$ cat src/rtl/multdiv_ctrl.sv
`timescale 1ns/1ps
// multdiv_ctrl
// Sequencing controller for the shared iterative multiply/divide unit in the
// execute stage. A MULT/DIV request seen in IDLE latches the operands and the
// destination tag. The unit is launched with a one-cycle start pulse, and the
// pipeline is stalled until the unit reports ready. The captured result is
// then offered to writeback with a valid/ready handshake. The controller also
// handles divide-by-zero (no launch), a BUSY timeout and flush.
//
// Optional build macro: MULTDIV_FASTPATH_EN
//   When defined, trivial operands complete straight from IDLE without
//   launching the unit:
//     MULT by zero           -> result 0
//     MULT by one            -> result operandA
//     DIV by one             -> result operandA
//   When undefined, these requests launch the unit like any other.
//   Divide-by-zero handling is the same in both builds.
module multdiv_ctrl #(
    parameter int TIMEOUT = 40,
    parameter int TAG_W   = 5
) (
    input  logic             clock,
    input  logic             reset,
    input  logic             ctrl_MULT,
    input  logic             ctrl_DIV,
    input  logic [31:0]      operandA,
    input  logic [31:0]      operandB,
    input  logic [TAG_W-1:0] dest_tag,
    input  logic             flush,
    output logic             unit_start,
    output logic             unit_sel,
    output logic [31:0]      unit_A,
    output logic [31:0]      unit_B,
    input  logic             unit_ready,
    input  logic [31:0]      unit_result,
    input  logic             unit_exception,
    output logic             stall,
    output logic             result_valid,
    output logic [31:0]      result,
    output logic             result_exception,
    output logic [TAG_W-1:0] result_tag,
    input  logic             wb_ready
);

    // Wide enough to hold TIMEOUT itself.
    localparam int CNT_W = $clog2(TIMEOUT + 1);

    typedef enum logic [1:0] {
        IDLE  = 2'd0,
        START = 2'd1,
        BUSY  = 2'd2,
        DONE  = 2'd3
    } state_t;

    state_t             state_q, state_d;
    logic [CNT_W-1:0]   cnt_q, cnt_d;
    logic [CNT_W-1:0]   cnt_inc;
    logic [31:0]        a_q, a_d;
    logic [31:0]        b_q, b_d;
    logic               sel_q, sel_d;
    logic [TAG_W-1:0]   tag_q, tag_d;
    logic [31:0]        result_q, result_d;
    logic               exc_q, exc_d;

    logic               req;
    logic               div_by_zero;
    logic               timeout_hit;
    logic               fast_hit;
    logic [31:0]        fast_value;

    assign req         = ctrl_MULT | ctrl_DIV;
    // DIV has priority over MULT, so a zero divisor matters whenever DIV is high.
    assign div_by_zero = ctrl_DIV && (operandB == 32'd0);
    assign cnt_inc     = cnt_q + 1'b1;
    assign timeout_hit = (cnt_inc == CNT_W'(TIMEOUT));

`ifdef MULTDIV_FASTPATH_EN
    // Detect requests whose answer is known without running the unit.
    always_comb begin
        fast_hit   = 1'b0;
        fast_value = 32'd0;
        if (ctrl_DIV) begin
            if (operandB == 32'd1) begin
                fast_hit   = 1'b1;
                fast_value = operandA;
            end
        end else if (ctrl_MULT) begin
            if ((operandA == 32'd0) || (operandB == 32'd0)) begin
                fast_hit   = 1'b1;
                fast_value = 32'd0;
            end else if (operandB == 32'd1) begin
                fast_hit   = 1'b1;
                fast_value = operandA;
            end
        end
    end
`else
    assign fast_hit   = 1'b0;
    assign fast_value = 32'd0;
`endif

    // Next-state, datapath-capture and Moore-output logic of the sequencer.
    always_comb begin
        state_d      = state_q;
        cnt_d        = cnt_q;
        a_d          = a_q;
        b_d          = b_q;
        sel_d        = sel_q;
        tag_d        = tag_q;
        result_d     = result_q;
        exc_d        = exc_q;
        unit_start   = 1'b0;
        result_valid = 1'b0;
        stall        = 1'b0;

        case (state_q)
            IDLE:  stall = req;
            START: begin
                unit_start = 1'b1;
                stall      = 1'b1;
            end
            BUSY:  stall = 1'b1;
            DONE: begin
                result_valid = 1'b1;
                stall        = ~wb_ready;
            end
            default: ;
        endcase

        if (flush) begin
            // Abandon whatever is in flight. A ready that arrives later finds
            // the controller in IDLE, where the ready is ignored.
            state_d = IDLE;
        end else begin
            case (state_q)
                IDLE: begin
                    if (req) begin
                        a_d   = operandA;
                        b_d   = operandB;
                        tag_d = dest_tag;
                        sel_d = ctrl_DIV;
                        if (div_by_zero) begin
                            result_d = 32'd0;
                            exc_d    = 1'b1;
                            state_d  = DONE;
                        end else if (fast_hit) begin
                            result_d = fast_value;
                            exc_d    = 1'b0;
                            state_d  = DONE;
                        end else begin
                            state_d  = START;
                        end
                    end
                end
                START: begin
                    // unit_ready is ignored during the launch cycle.
                    cnt_d   = '0;
                    state_d = BUSY;
                end
                BUSY: begin
                    cnt_d = cnt_inc;
                    if (unit_ready) begin
                        // Ready wins over a timeout reached in the same cycle.
                        result_d = unit_result;
                        exc_d    = unit_exception;
                        state_d  = DONE;
                    end else if (timeout_hit) begin
                        result_d = 32'd0;
                        exc_d    = 1'b1;
                        state_d  = DONE;
                    end
                end
                DONE: begin
                    if (wb_ready) begin
                        state_d = IDLE;
                    end
                end
                default: state_d = IDLE;
            endcase
        end
    end

    // State and latched-operand/result registers, cleared by synchronous reset.
    always_ff @(posedge clock) begin
        if (reset) begin
            state_q  <= IDLE;
            cnt_q    <= '0;
            a_q      <= 32'd0;
            b_q      <= 32'd0;
            sel_q    <= 1'b0;
            tag_q    <= '0;
            result_q <= 32'd0;
            exc_q    <= 1'b0;
        end else begin
            state_q  <= state_d;
            cnt_q    <= cnt_d;
            a_q      <= a_d;
            b_q      <= b_d;
            sel_q    <= sel_d;
            tag_q    <= tag_d;
            result_q <= result_d;
            exc_q    <= exc_d;
        end
    end

    assign unit_sel         = sel_q;
    assign unit_A           = a_q;
    assign unit_B           = b_q;
    assign result           = result_q;
    assign result_exception = exc_q;
    assign result_tag       = tag_q;

endmodule

$ cat config.mk
export PLATFORM = sky130hd
export DESIGN_NAME = multdiv_ctrl
export DESIGN_NICKNAME = d
export VERILOG_FILES = /design/src/rtl/multdiv_ctrl.sv
export SDC_FILE = /design/constraint.sdc
export NUM_CORES = 1
export LEC_CHECK = 0
export BUFFER_PORTS_ARGS = -buffer_cell sky130_fd_sc_hd__buf_4
export CAP_MARGIN = 5
export CORE_MARGIN = 4
export CORE_UTILIZATION = 35
export CTS_BUF_LIST = sky130_fd_sc_hd__clkbuf_16
export DETAILED_ROUTE_END_ITERATION = 10
export GPL_TIMING_DRIVEN = 0
export MAX_ROUTING_LAYER = met4
export PLACE_DENSITY = 0.65
export SKIP_CTS_REPAIR_TIMING = 1
export SKIP_LAST_GASP = 1
export SLEW_MARGIN = 20
export SYNTH_ARGS = -nofsm -noshare
export SYNTH_HDL_FRONTEND = slang
export SYNTH_SLANG_ARGS = --single-unit
export TNS_END_PERCENT = 20
$ cat constraint.sdc
create_clock -name clock -period 2.2 [get_ports clock]
set_input_delay 0.11 -clock clock [delete_from_list [all_inputs] [get_ports clock]]
set_output_delay 0.11 -clock clock [all_outputs]
set_load 0.1 [all_outputs]
==> results.cfg <==
[setup_path]
worst_ep_arrival_time_ns = 2.51
timing.reg2reg.setup_slack_ns = -0.03
crit_start = state_q[0]$_SDFFE_PP0P_
r2r_start = state_q[0]$_SDFFE_PP0P_
critPathMaxStageDelay_ns = 0.53
rr_worst_depth = 9
timing.critical_path.cells = inv_6 -> ha_4 -> nor2b_4 -> a221o_1 -> a21o_1 -> buf_6 -> buf_12 -> or4_1 -> a21oi_1
end_kind = flip-flop
critical_path.startpoint_type = flip-flop
critPathRequiredTime_ns = 2.48
critPathSlowestCell = or4_1
terminus_of_the_critical_flop_to_flop_path = result[6]$_SDFFE_PP0P_
criticalPathCategory = flip-flop to flip-flop
max_fanout_on_critical_path = 8

[logic_synthesis]
mux_share_of_post_synthesis_cell_area_pct = 0.2162
synth_edf_count = 0
share_of_synthesized_registers_carrying_an_async_set_or_reset_pct = 0
seq_area_frac_synth_pct = 47.99
ys.warnings.count = 0
synth_adder_area_share_pct = 1.621
post_synthesis_share_of_cell_area_spent_on_and_or_nand_and_nor_gates_pct = 25.59
yosys_register_bits = 111
postSynth.topFlopCell = dfxtp_1
yosys.area.top_type_share_pct = 47.99
yosys-top-cells-area = dfxtp_1, nand2_1, a21oi_1
synth_top_cell_by_area = dfxtp_1
synth-xor-area-share_pct = 0
dominant_combinational_cell_family_by_area_after_synthesis = simple AND/OR/NAND/NOR gates
post_syn_nets = 705
compound_gate_portion_of_the_synthesized_area_pct = 19.24
per_instance_average_area_after_synthesis_um2 = 7.849
post_synth_instance_area_um2 = 4631
synthCells = 590
netlist-cell-type-count = 35

[min_path]
holdPathStages = 3
worst_hold_path_type = primary input to flip-flop
timing.hold.worst_endpoint = unit_A[13]$_SDFFE_PP0P_
worstHoldStart = operandA[13]

[power_and_ir_drop]
leakage_uw = 0.002856
peakVddDrop_uv = 295.4
power_dens_cells_nw_per_um2 = 709.5
totalPowerFinal_uw = 5077

[route]
routed_vias_inst = 5.137
route.vias.total = 5101
first_pass_iters = 5
postRouteAntennaNets = 0
dr.first_iter.drc_count = 242
drt_total_wl_um = 16260
drc_errors = 0
post_drt_wl_per_cell_um = 16.37

[timing]
timing_worst_slew_pin_value_ns = 0.6727
period_share_pct = 101.5
finalMaxSlewViolations = 0
slew_headroom_pct = 55.15
post-route-min-period_ns = 2.234
final_setup_violation_count = 10
top_achievable_clock_speed_mhz = 447.6
hold_viol_final = 0
grt_setup_unrepaired = yes
finalWorstSetupSlack_ns = -0.03398
fin_worst_skew_ns = 0.006678

[floorplan]
floorplan.initialDensity_pct = 36.25
num_io_pins = 215
dieHeight_um = 123.0
rows = 41
design.die.area_um2 = 15140
design.core.area_um2 = 12770
die-width_um = 123.0

[placed_design]
half_perimeter_wire_length_after_detailed_placement_um = 12420
gpl.final_weighted_congestion = 0.8766
dpl_cell_area_um2 = 6447
port_buffers = 212
placed_cells = 974
dp_slack_ns = -0.4185

[grt]
antenna_violations_before_repair = 0
grt_max_degree = 19
first_global_vias = 4925
met2_usage_pct = 32.63
groute.layer.met3.usage_pct = 4.483
globalRoute.totalOverflow = 0
grt_pass1_wl_um = 24230
gr-max-usage-layer = met2
grt.met1_usage_pct = 25.89
grt_use_total_pct = 20.63

[cts]
htree_levels = 3
tritoncts_num_sinks = 111
cts_tree = done
cts.clk_slew.worst_paths_ns = 0.07
cts_buffers = 9
root_buffer = clkbuf_16
insertion_delay_ns = 0.34
max-clock-path-buffers = 2

[finish]
final_core_utilization_pct = 56.02
final_standard_cell_count_with_taps_included_and_fillers_excluded = 993
final_nets = 932
area_growth_syn_to_layout_pct = 54.53
layout-drive-gt1-share_pct = 38.00
antenna_diode_instance_count = 0
final_area_um2 = 7156
layout.filler_cells = 1203

[job]
drv_cap = 0

[outcome]
violations_in_the_final_reports = setup timing
status = finished, violations left
==> registers in the layout, summed over array words and instances (netlist names) <==
name and count:
cnt_q 6, result_exception 1, state_q 2, unit_A 32, result_tag 5, unit_sel 1
result 32, unit_B 32
==> final cells by class <==
cell class / count / area (um2) / area share, %
Timing Repair Buffer: 217 / 1644 / 22.98
Buffer: 55 / 274.0 / 3.829
Tap cell: 172 / 215.2 / 3.008
Inverter: 6 / 27.53 / 0.3847
Sequential cell: 111 / 2232 / 31.19
Multi-Input combinational cell: 417 / 2467 / 34.48
Clock inverter: 6 / 70.07 / 0.9792
Clock buffer: 9 / 225.2 / 3.147
==> cell usage in the layout (no fill, tap or decap), types with 5 or more instances in the layout <==
| cell type | synthesis | final |
|---|---|---|
| or4_4 | 0 | 8 |
| clkbuf_2 | 0 | 11 |
| nor4_1 | 7 | 7 |
| a21oi_1 | 109 | 96 |
| o31ai_1 | 32 | 8 |
| a21oi_2 | 0 | 13 |
| nor2_1 | 13 | 13 |
| inv_1 | 6 | 5 |
| nand2_1 | 149 | 149 |
| clkbuf_1 | 50 | 31 |
| clkbuf_16 | 0 | 9 |
| o31ai_4 | 0 | 6 |
| or4_1 | 33 | 25 |
| dfxtp_1 | 111 | 107 |
| o31ai_2 | 0 | 18 |
| nand3_1 | 37 | 37 |
| buf_4 | 1 | 219 |
==> synth_stat cells (2+ instances only) <==
library cell,n
nand2_1,149
dfxtp_1,111
a21oi_1,109
clkbuf_1,50
nand3_1,37
or4_1,33
o31ai_1,32
nor2_1,13
nor4_1,7
ha_1,6
inv_1,6
nor2b_1,5
o21ai_0,5
buf_2,3
nor3_1,3
and3_1,2
==> worst max-delay path by stage <==
stage | to | cells past startpoint
final | result[6]$_SDFFE_PP0P_ | 9
after detailed placement | unit_B[23]$_SDFFE_PP0P_ | 9
after floorplan | result[27]$_SDFFE_PP0P_ | 9
after CTS | unit_B[23]$_SDFFE_PP0P_ | 9
after global routing | result[1]$_SDFFE_PP0P_ | 9
after global placement | unit_B[23]$_SDFFE_PP0P_ | 9
==> critical path: cells and delay by family (launching register included) <==
| family | cells | cell delay [ns] |
|---|---|---|
| simple gates | 2 | 0.66 |
| compound gates | 3 | 0.65 |
| flops | 1 | 0.39 |
| buf+inv | 3 | 0.31 |
| fa+ha+maj | 1 | 0.16 |
==> where the power goes <==
group / internal, uW / leakage, uW / switching [uW] / total, uW
Clock: 889 / 0.000141 / 759 / 1650
Sequential: 2090 / 0.000907 / 43.4 / 2130
Combinational: 340 / 0.00181 / 960 / 1300
Total: 3310 / 0.00286 / 1760 / 5080
==> per-layer routing <==
| layer | part of all wire [%] | up-vias |
|---|---|---|
| li1 | - | 2517 |
| met1 | 42 | 2348 |
| met2 | 47 | 208 |
| met3 | 8.5 | 28 |
| met4 | 2.3 | 0 |
| met5 | 0 | - |
==> cell families after synthesis <==
kind of cell,after synthesis
simple gates,254
compound gates,156
flops,111
buf+inv,62
fa+ha+maj,6
mux,1
==> per-stage QoR <==
stage               TNS, ns  hold slack, ns
floorplan                 0          0.1788
global placement     -8.781          0.3298
detailed placement   -10.69          0.3257
CTS                  -11.88        -0.04060
global route         -1.889        0.005723
finish              -0.1707         0.01115
(Power assumes the default switching activity.)
